--- src/rtl/mem_stage_pkg.sv ---
// ============================================================================
// Module      : mem_stage_pkg
// Description : Shared types for the MIPS memory stage (pipe bundles, data bus
//               request/response, memory FSM state encoding).
// Revision    : 1.0 - initial release
// ============================================================================
`default_nettype none

package mem_stage_pkg;

    typedef logic [31:0] u32;
    typedef logic [4:0]  creg_addr_t;

    typedef struct packed {
        u32         pc_plus_4;
        u32         pc_branch;
        u32         alu_result;
        logic       zero;
        u32         write_data;
        creg_addr_t write_reg;
        logic       reg_write;
        logic       mem_to_reg;
        logic       mem_write;
        logic       branch;
        logic       jump;
    } e_m_reg_t;

    typedef struct packed {
        u32         alu_result;
        u32         read_data;
        creg_addr_t write_reg;
        logic       reg_write;
        logic       mem_to_reg;
    } m_w_reg_t;

    typedef struct packed {
        logic       valid;
        u32         addr;
        logic [3:0] strobe;
        u32         data;
    } dbus_req_t;

    typedef struct packed {
        logic       valid;
        u32         data;
    } dbus_resp_t;

    typedef enum logic [1:0] {
        IDLE = 2'd0,
        REQ  = 2'd1,
        WAIT = 2'd2,
        DONE = 2'd3
    } mem_state_t;

    localparam logic [3:0] STROBE_WORD = 4'hF;

    function automatic u32 word_addr(input u32 a);
        return a & 32'hFFFF_FFFC;
    endfunction

endpackage

`default_nettype wire

--- src/rtl/mem_stage_dbus_ctrl.sv ---
// ============================================================================
// Module      : dbus_ctrl
// Description : Data-bus FSM for the memory stage: issues the word request,
//               waits for the response and holds the captured read data.
//               Optional build macro: MEM_MISALIGN_CHECK_EN (via misalign_i).
// Revision    : 1.0 - initial release
// ============================================================================
`default_nettype none

module dbus_ctrl
    import mem_stage_pkg::*;
(
    input  logic       clk,
    input  logic       resetn,
    input  logic       load_i,
    input  logic       mem_op_i,
    input  logic       misalign_i,
    input  u32         addr_i,
    input  u32         wdata_i,
    input  logic       mem_write_i,
    output dbus_req_t  dreq_o,
    input  logic       dreq_ready_i,
    input  dbus_resp_t dresp_i,
    output logic       stall_req_o,
    output u32         rdata_o
);

    mem_state_t state_q, state_d;
    u32         rdata_q, rdata_d;

    always_ff @(posedge clk or negedge resetn) begin
        if (!resetn) begin
            state_q <= IDLE;
            rdata_q <= '0;
        end else begin
            state_q <= state_d;
            rdata_q <= rdata_d;
        end
    end

    // A stage advance always restarts the FSM for the newly latched entry.
    always_comb begin
        state_d = state_q;
        if (load_i) begin
            if (misalign_i)    state_d = DONE;
            else if (mem_op_i) state_d = REQ;
            else               state_d = IDLE;
        end else begin
            case (state_q)
                REQ:     if (dreq_ready_i)  state_d = WAIT;
                WAIT:    if (dresp_i.valid) state_d = DONE;
                default: state_d = state_q;
            endcase
        end
    end

    // Read data is cleared on every advance so bubbles carry no stale load.
    always_comb begin
        rdata_d = rdata_q;
        if (load_i)
            rdata_d = '0;
        else if (state_q == WAIT && dresp_i.valid)
            rdata_d = dresp_i.data;
    end

    always_comb begin
        dreq_o      = '0;
        stall_req_o = 1'b0;
        case (state_q)
            REQ: begin
                dreq_o.valid  = 1'b1;
                dreq_o.addr   = addr_i;
                dreq_o.strobe = mem_write_i ? STROBE_WORD : 4'h0;
                dreq_o.data   = wdata_i;
                stall_req_o   = 1'b1;
            end
            WAIT:    stall_req_o = 1'b1;
            default: stall_req_o = 1'b0;
        endcase
    end

    assign rdata_o = rdata_q;

endmodule

`default_nettype wire

--- src/rtl/mem_stage.sv ---
// ============================================================================
// Module      : mem_stage
// Description : MIPS memory pipeline stage: stage register, branch/jump
//               redirect, forwarding and data-bus access via dbus_ctrl.
//               Optional build macro: MEM_MISALIGN_CHECK_EN.
// Revision    : 1.0 - initial release
// ============================================================================
`default_nettype none

module mem_stage
    import mem_stage_pkg::*;
(
    input  logic       clk,
    input  logic       resetn,
    input  e_m_reg_t   e_m_reg,
    input  logic       stallM,
    input  logic       flushM,
    output dbus_req_t  dreq,
    input  logic       dreq_ready,
    input  dbus_resp_t dresp,
    output m_w_reg_t   m_w_reg,
    output u32         mem_forward_data,
    output logic       pc_src,
    output u32         pc_target,
    output logic       stall_req,
    output creg_addr_t write_regM,
`ifdef MEM_MISALIGN_CHECK_EN
    output logic       misalign,
`endif
    output logic       reg_writeM
);

    e_m_reg_t e_m_q, e_m_d;
    logic     w_advance;
    logic     w_in_mem_op;
    logic     w_in_misalign;
    logic     w_suppress;
    u32       w_rdata;
    logic     w_unused;

    // Busy state also gates the advance locally, so a flush cannot cut a transaction.
    assign w_advance = !stallM && !stall_req;
    assign e_m_d     = w_advance ? (flushM ? '0 : e_m_reg) : e_m_q;

    always_ff @(posedge clk or negedge resetn) begin
        if (!resetn) e_m_q <= '0;
        else         e_m_q <= e_m_d;
    end

    assign w_in_mem_op = (e_m_reg.mem_to_reg | e_m_reg.mem_write) & ~flushM;

`ifdef MEM_MISALIGN_CHECK_EN
    assign w_in_misalign = w_in_mem_op & (|e_m_reg.alu_result[1:0]);
    assign misalign      = (e_m_q.mem_to_reg | e_m_q.mem_write) & (|e_m_q.alu_result[1:0]);
    assign w_suppress    = misalign;
`else
    assign w_in_misalign = 1'b0;
    assign w_suppress    = 1'b0;
`endif

    dbus_ctrl u_dbus_ctrl (
        .clk          (clk),
        .resetn       (resetn),
        .load_i       (w_advance),
        .mem_op_i     (w_in_mem_op),
        .misalign_i   (w_in_misalign),
        .addr_i       (word_addr(e_m_q.alu_result)),
        .wdata_i      (e_m_q.write_data),
        .mem_write_i  (e_m_q.mem_write),
        .dreq_o       (dreq),
        .dreq_ready_i (dreq_ready),
        .dresp_i      (dresp),
        .stall_req_o  (stall_req),
        .rdata_o      (w_rdata)
    );

    assign m_w_reg.alu_result = e_m_q.alu_result;
    assign m_w_reg.read_data  = w_rdata;
    assign m_w_reg.write_reg  = e_m_q.write_reg;
    assign m_w_reg.reg_write  = e_m_q.reg_write & ~w_suppress;
    assign m_w_reg.mem_to_reg = e_m_q.mem_to_reg;

    assign mem_forward_data = e_m_q.alu_result;
    assign pc_src           = (e_m_q.branch & e_m_q.zero) | e_m_q.jump;
    assign pc_target        = e_m_q.pc_branch;
    assign write_regM       = e_m_q.write_reg;
    assign reg_writeM       = m_w_reg.reg_write;

    assign w_unused = ^e_m_q.pc_plus_4;

endmodule

`default_nettype wire

--- config.mk ---
export PLATFORM = sky130hd
export DESIGN_NAME = mem_stage
export DESIGN_NICKNAME = d
export VERILOG_FILES = /design/src/rtl/mem_stage_pkg.sv /design/src/rtl/mem_stage_dbus_ctrl.sv /design/src/rtl/mem_stage.sv
export SDC_FILE = /design/constraint.sdc
export NUM_CORES = 1
export LEC_CHECK = 0
export CAP_MARGIN = 5
export CORE_MARGIN = 4
export CORE_UTILIZATION = 37
export CTS_CLUSTER_SIZE = 14
export DETAILED_ROUTE_END_ITERATION = 16
export PLACE_DENSITY_LB_ADDON = 0.15
export SETUP_SLACK_MARGIN = 0.4
export SLEW_MARGIN = 20
export SYNTH_ARGS = -nofsm -noshare
export SYNTH_HDL_FRONTEND = slang
export SYNTH_HIERARCHICAL = 1
export SYNTH_SLANG_ARGS = --single-unit
--- constraint.sdc ---
create_clock -name clk -period 2.3 [get_ports clk]
set_clock_uncertainty 0.15 [all_clocks]
set_input_delay 0.46 -clock clk [delete_from_list [all_inputs] [get_ports clk]]
set_output_delay 0.46 -clock clk [all_outputs]
set_load 0.03 [all_outputs]
Word-level counts from Yosys, hierarchy flattened
Cells that the tools add are included.

word-level totals
  bits of input ports = 177
  word-level logic and storage cells = 40
  register bits after elaboration = 141
  output and inout bits = 212

operators by class
  equal/unequal tests = 4
  muxes and demuxes = 11
  bitwise operators = 5
  reduce and logical (&&, ||, !) cells = 8

operators by type and width
  operator                                       number
  two-way mux 107 bit                            1
  two-way mux 69 bit                             1
  two-way mux 32 bit                             2
  two-way mux 2 bit                              3
  inequality test 3 bit, second input constant   2
  two-way mux 4 bit                              1
  one-hot mux 2 bit (2 select lines)             1
  AND reduction 3 bit                            1
  nonzero test 3 bit                             1
  bitwise AND 1 bit                              2
  == test 2 x 1 -> 1 bit, second input constant  1
  == test 2 bit, second input constant           1
  logical AND 1 bit                              2
  logical NOT 1 bit                              2
  two-way mux 1 bit                              2
  OR 1 bit                                       2
  nonzero test 2 bit                             1
  OR reduction 2 bit                             1
  NOT 1 bit                                      1

Longest topological paths before layout
Gate-level depths: netlist of the first run.

  depth in word-level cells = 7
  gate-level depth with buffers = 13

By module
Netlist of the first run, hierarchy kept.

modules (own cells, without submodules)
  module     cells an instance  sequential area each (µm²)  area an instance (µm²)  times used
  mem_stage  590                2677.6                      5480.3                  1
  dbus_ctrl  235                850.8                       2220.9                  1

Worst setup path before layout of the first run
Ideal clock, no wire load.

  path kind = register to register
  from = reg u_dbus_ctrl.state_q[0]
  to = reg u_dbus_ctrl.state_q[1]
  path slack = -143 ps
  stages on the path, launching flop included = 14
  library setup time = 127 ps
  period minus slack after synthesis = 2443 ps
  data arrival time = 2166 ps
  cell sequence = dfrtp_1 -> inv_1 -> ha_1 -> inv_1 -> buf_6 -> or2_1 -> buf_6 -> buf_6 -> buf_6 -> inv_1 -> clkbuf_4 -> buf_6 -> mux2i_1 -> o31ai_1

on the way
  word-level cells in the longest chain between the ends = 7

RTL lines
  what                                                                                 RTL line                   source
  from (decl)                                                                          mem_stage_dbus_ctrl.sv:28  mem_state_t state_q, state_d;
  from (signal assigned)                                                               mem_stage_dbus_ctrl.sv:36  state_q <= state_d;
  == test 2 x 1 -> 1 bit / == test 2 bit (equally long branches)                       mem_stage_dbus_ctrl.sv:69  case (state_q)
  OR reduction 2 bit (no source line) *                                                --
  two-way mux 1 bit *                                                                  mem_stage_dbus_ctrl.sv:69
  net stall_req                                                                        mem_stage.sv:25            output logic stall_req,
  logical NOT 1 bit *                                                                  mem_stage.sv:42            assign w_advance = !stallM && !stall_req;
  logical AND 1 bit *                                                                  mem_stage.sv:42
  net w_advance                                                                        mem_stage.sv:34            logic w_advance;
  inequality test 3 bit (no source line) / nonzero test 3 bit (equally long branches)  --
  AND reduction 3 bit (no source line)                                                 --

The timed path passes the listed nets; every way through them passes the cells marked *.
A chain may end at the register's enable or synchronous reset.

==> results of run 1 <==
## report_power, final
part / total [mW] / internal (mW) / switching (mW)
Sequential: 3.96 / 3.41 / 0.547
Clock: 2.71 / 1.60 / 1.11
Combinational: 9.26 / 3.70 / 5.56
## timing repair
action / 4_1_cts / 5_1_grt
endpoints found under the hold margin: 38 / 0
setup buffers: 10 / 5
cloned: 6 / 11
resized for setup: 216 / 164
setup endpoints to repair: 331 / 224
pin swaps: 2 / 2
hold buffers: 1 / 0
## worst reg2reg max path, delay by kind of cell (launching register included)
kind            cells  cell delay (ns)
buf+inv             5             0.47
flops               1             0.40
compound gates      2             0.26
simple gates        1             0.29
fa+ha+maj           1             0.28
## cell type report
class | count | area (um2) | area share, %
clock buffer | 18 | 429 | 3.65
clock inverter | 13 | 141 | 1.20
inverter | 37 | 156 | 1.33
multi-input combinational | 469 | 3030 | 25.8
sequential | 141 | 3530 | 30.0
tap | 270 | 338 | 2.87
timing repair buffer | 404 | 4120 | 35.0
timing repair inverter | 1 | 11.3 | 0.0958
## layer usage
layer	vias up	part of all wire (%)	GRT usage [%]
met4	2	2.5	7.75
met1	3193	41	26.4
li1	3114	-	-
met5	-	0.049	0
met2	252	50	34.5
met3	36	6.1	5.23
## logic make-up (layout without fill, tap and decap cells)
logic type,Yosys count,after routing
buf+inv,218,473
fa+ha+maj,2,2
flops,141,141
compound gates,251,251
simple gates,209,209
other cells,1,4
mux,3,3
## synth_stat cells (all sizes together)
library cell / n / area, um2
a21o: 2 / 22.5
ha: 2 / 25.0
nand4b: 32 / 280
clkbuf: 46 / 176
nor3b: 1 / 7.51
nor2: 2 / 7.51
a311oi: 1 / 8.76
or2: 1 / 6.26
conb: 1 / 3.75
nand2b: 107 / 669
nor2b: 1 / 6.26
inv: 37 / 139
dfrtp: 141 / 3530
and2: 65 / 407
buf: 135 / 1020
o31ai: 1 / 7.51
a211oi: 1 / 7.51
mux2i: 3 / 30.0
o21ai: 246 / 1340
## path summary, 6_finish.rpt
| check | slack (ns) | to | cells after the start |
|---|---|---|---|
| max | 0.05 | dreq[62] | 5 |
| min | 0.34 | e_m_q[39] | 2 |
| min in group asynchronous | 0.38 | pc_target[5] | 2 |
| min reg2reg | 0.34 | e_m_q[39] | 2 |
| max in group asynchronous | 0.95 | u_dbus_ctrl/state_q[0] | 3 |
| max reg2reg | 0.34 | u_dbus_ctrl/rdata_o[10] | 9 |
## placed cells by master (no fill, tap or decap), types with 5 or more instances in the layout
| cell | Yosys | layout |
|---|---|---|
| and2_1 | 65 | 37 |
| and2_4 | 0 | 28 |
| buf_12 | 0 | 11 |
| buf_16 | 0 | 5 |
| buf_4 | 112 | 56 |
| buf_6 | 11 | 33 |
| clkbuf_16 | 0 | 25 |
| clkbuf_2 | 0 | 8 |
| clkdlybuf4s15_1 | 0 | 8 |
| clkdlybuf4s50_1 | 0 | 141 |
| dfrtp_1 | 141 | 140 |
| dlygate4sd2_1 | 0 | 123 |
| inv_1 | 37 | 33 |
| nand2b_1 | 107 | 107 |
| nand4b_1 | 32 | 32 |
| o21ai_0 | 197 | 112 |
| o21ai_1 | 19 | 85 |
| o21ai_2 | 30 | 47 |
## per-stage QoR
stage / area (um2) / setup WS, ns / std cells / utilization [%]
after global routing: 11800 / 0.000560 / 1353 / 57.7
after CTS: 11300 / 0.0348 / 1337 / 55.5
after detailed placement: 10400 / 0.0205 / 1289 / 51.3
after global placement: 10400 / 0.0777 / 1289 / 51.3
after floorplan: 7740 / 0.0448 / 828 / -
final: 11800 / 0.0508 / 1353 / 57.7
==> flow_summary.toml, run 1 <==
[synthesis]
ys_seq_area_share_pct = 45.8
syn_area_mm2 = 0.00770
synth_top_family_by_area = "compound AO/OA/AOI/OAI gates"
synth_cell_types = 25
synth-xor-area-share_pct = 0
yosys-mux-area-fraction_pct = 0.390
synth-compound-area-share_pct = 18.1
syn_inst = 825
synthAdderAreaFrac_pct = 0.325
yosys.area_share.simple_pct = 18.0
syn_area_per_cell_um2 = 9.33
synth.ff_latch_count = 141
ys_warn_count = 6

[setup_path]
critPathMaxFanout = 8
path_delay_family = "flip-flops"
slowest_stage = "dfrtp_2"
crit_required_ns = 1.69
r2r_start = "u_dbus_ctrl/state_q[0]"
critPathBufInv = 3
cp_cell_sequence = "ha_4 -> buf_12 -> clkbuf_16 -> and2_1 -> buf_6"
arrival_ns = 1.64
max_stage_delay_ns = 0.43
cp-start-kind = "flip-flop"
end_kind = "output pin"
path_class = "reg2out"
crit_start = "u_dbus_ctrl/state_q[0]"

[clock_tree]
cts_root_buf = "clkbuf_16"
clock_sinks = 141
clock_path_buffers = 2
htreeDepth = 4
cts_tree = "done"
cts_buffers = 17
clk_pin_slew_ns = 0.06
clock_latency_ns = 0.41

[power]
power_leakage_nw = 5.53
power.total_mw = 15.9
irDropWorstVdd_mv = 0.706
power_density_mw_per_mm2 = 1360

[timing]
maxSlewViolCount = 0
rsz0062_at_grt = "true"
setup_viol = 0
hold_violations = 0
max_slew_margin_pct = 26.4
timing.hold.ws_ns = 0.339
fmax_mhz = 445
period_share_pct = 97.8
tightest_slew_ns = 1.10
final.min_clock_period_ns = 2.25
setup_tns_ns = 0

[detailed_routing]
ant_nets = 0
vias = 6597
post_drt_wl_per_cell_um = 19.6
routed_wl_um = 26500
drc_errors = 0
vias_per_cell = 4.88
drt_iter0_drc = 283
first_pass_iters = 5

[floorplan]
start_util_pct = 37.8
die_area_mm2 = 0.0232
dieHeight_um = 152
rows = 52
ios = 389
die_w_um = 152
core_mm2 = 0.0204

[global_route]
antenna_found_initial = 1
grt_overflow = 0
track_usage_pct = 20.8
grt_max_degree = 108
grt_pass1_wl_um = 38500
first_global_vias = 6418

[layout]
fill_cells = 1892
area_delta_synth_final_pct = 52.6
drive_above_1_share_pct = 22.7
largest_reg_flops = 36
n_antenna_cell = 0
regMostFlops = "e_m_q"
layout.nets = 1250

[outcome]
status = "complete, no violations"

[min_path]
hold_path.class = "reg2reg"
min_from = "e_m_q[39]"

[placed_design]
gp_congestion = 0.750
detailed_place_hpwl_um = 15800
port_buffers = 354

[run]
drv_cap = 0
(Power assumes the default switching activity.)
==> run 2: changes to the inputs <==
PLACE_DENSITY = 0.79   (was not set)
PLACE_DENSITY_LB_ADDON = not set   (was 0.15)
==> flow_summary.toml, run 2 (synthesis results as in run 1) <==
[outcome]
status = "finished with violations"
violations = "setup timing"

[power]
power_density_mw_per_mm2 = 1430
power_leakage_nw = 6.02
irDropWorstVdd_mv = 0.827
power.total_mw = 18.4

[timing]
max_slew_margin_pct = 26.8
tightest_slew_ns = 1.10
setup_viol = 12
period_share_pct = 101
fmax_mhz = 432
rsz0062_at_grt = "true"
final.min_clock_period_ns = 2.31
maxSlewViolCount = 0
setup_slack_ns = -0.0125
hold_violations = 0
timing.hold.ws_ns = 0.340

[setup_path]
cpMostUsedCell = "buf_12"
path_class = "reg2out"
cp-endpoint = "dreq[43]"
critPathMaxFanout = 12
path_delay_family = "buffers and inverters"
cp.depth = 6
ff2ff_path_depth = 10
slowest_stage = "dfrtp_1"
max_stage_delay_ns = 0.41
crit_required_ns = 1.69
critPathBufInv = 4
rrSetupSlack_ns = 0.15
rr_endpoint = "u_dbus_ctrl/rdata_o[7]"
cp_cell_sequence = "ha_4 -> buf_12 -> buf_12 -> buf_16 -> and2_4 -> buf_6"
cp-start-kind = "flip-flop"
arrival_ns = 1.70
end_kind = "output pin"
crit_start = "u_dbus_ctrl/state_q[0]"
r2r_start = "u_dbus_ctrl/state_q[1]"

[clock_tree]
cts_tree = "done"
cts_root_buf = "clkbuf_16"
clock_sinks = 141
cts_buffers = 17
clk_pin_slew_ns = 0.07
clock_path_buffers = 2
htreeDepth = 4
clock_latency_ns = 0.41

[layout]
drive_above_1_share_pct = 33.4
regMostFlops = "e_m_q"
final_cell_mix = "141 x dfrtp_1, 141 x clkdlybuf4s50_1, 137 x dlygate4sd2_1, 112 x o21ai_2, 107 x nand2b_1"
layout.nets = 1282
largest_reg_flops = 36
area_delta_synth_final_pct = 67.4
final_util_pct = 63.3

[global_route]
first_global_vias = 6825
grt_pass1_wl_um = 39500
antenna_found_initial = 1
track_usage_pct = 21.2
grt_max_degree = 108
grt_overflow = 0

[detailed_routing]
drc_errors = 0
ant_nets = 0
first_pass_iters = 5
drt_iter0_drc = 376
vias = 7063
routed_wl_um = 30600
post_drt_wl_per_cell_um = 22.1
vias_per_cell = 5.09

[min_path]
hold_path.class = "in2async"

[floorplan]
die_w_um = 152
dieHeight_um = 152
rows = 52
core_mm2 = 0.0204
start_util_pct = 37.8
ios = 389
die_area_mm2 = 0.0232

[placed_design]
detailed_place_hpwl_um = 15500
port_buffers = 354
dp_slack_ns = 0.0206
gp_congestion = 0.817

[run]
drv_cap = 0
run 2: cell count changes in the layout (fill, tap and decap cells not counted), sizes merged:
| cell | change |
|---|---|
| dlymetal6s2s | -2 |
| inv | +6 |
| diode | +1 |
| clkdlybuf4s15 | -3 |
| dlygate4sd2 | +14 |
| bufinv | -1 |
| clkinv | -5 |
| bufbuf | -2 |
| buf | +26 |
run 2: worst min-delay path by stage:
stage                    end  slack, ns  depth (start not counted)
3_3_place_gp   pc_target[20]       0.23                          1
4_1_cts        pc_target[20]       0.34                          2
2_1_floorplan       e_m_q[0]       0.01                          0
5_1_grt        pc_target[20]       0.37                          2
6_report       pc_target[13]       0.34                          2
3_5_place_dp   pc_target[20]       0.23                          1
run 2: per-layer routing:
layer	global-route usage (%)	routed length, um	up-vias
li1	-	-	3192
met1	26.0	12400	3499
met2	35.4	15300	317
met3	5.40	1930	55
met4	9.38	968	0
met5	0	0	-
run 2: stage by stage:
step | TNS, ns | area, um2 | std cells
global placement | 0 | 10500 | 1289
global route | -1.87 | 12900 | 1387
finish | -0.105 | 12900 | 1387
floorplan | 0 | 7740 | 828
detailed placement | 0 | 10500 | 1289
CTS | -0.374 | 11700 | 1344
run 2: cell type report:
cell class	instances	area, um2
antenna	1	2.50
multi-input combinational	469	3380
fill	1632	7470
inverter	37	154
timing repair buffer	437	4910
sequential	141	3530
clock inverter	14	148
clock buffer	18	439
tap	270	338
run 2: timing repair:
item | CTS | global route
resized for setup | 286 | 240
hold endpoints to repair | 32 | 0
setup buffers | 15 | 15
endpoints found under the setup margin | 343 | 216
pin swaps | 26 | 51
hold buffers | 1 | 0
cloned | 7 | 27
run 2: where the power goes:
group          leakage [nW]  internal, mW  switching [mW]
combinational          3.88          4.93            6.64
sequential             1.85          3.41           0.593
clock                 0.281          1.57            1.24
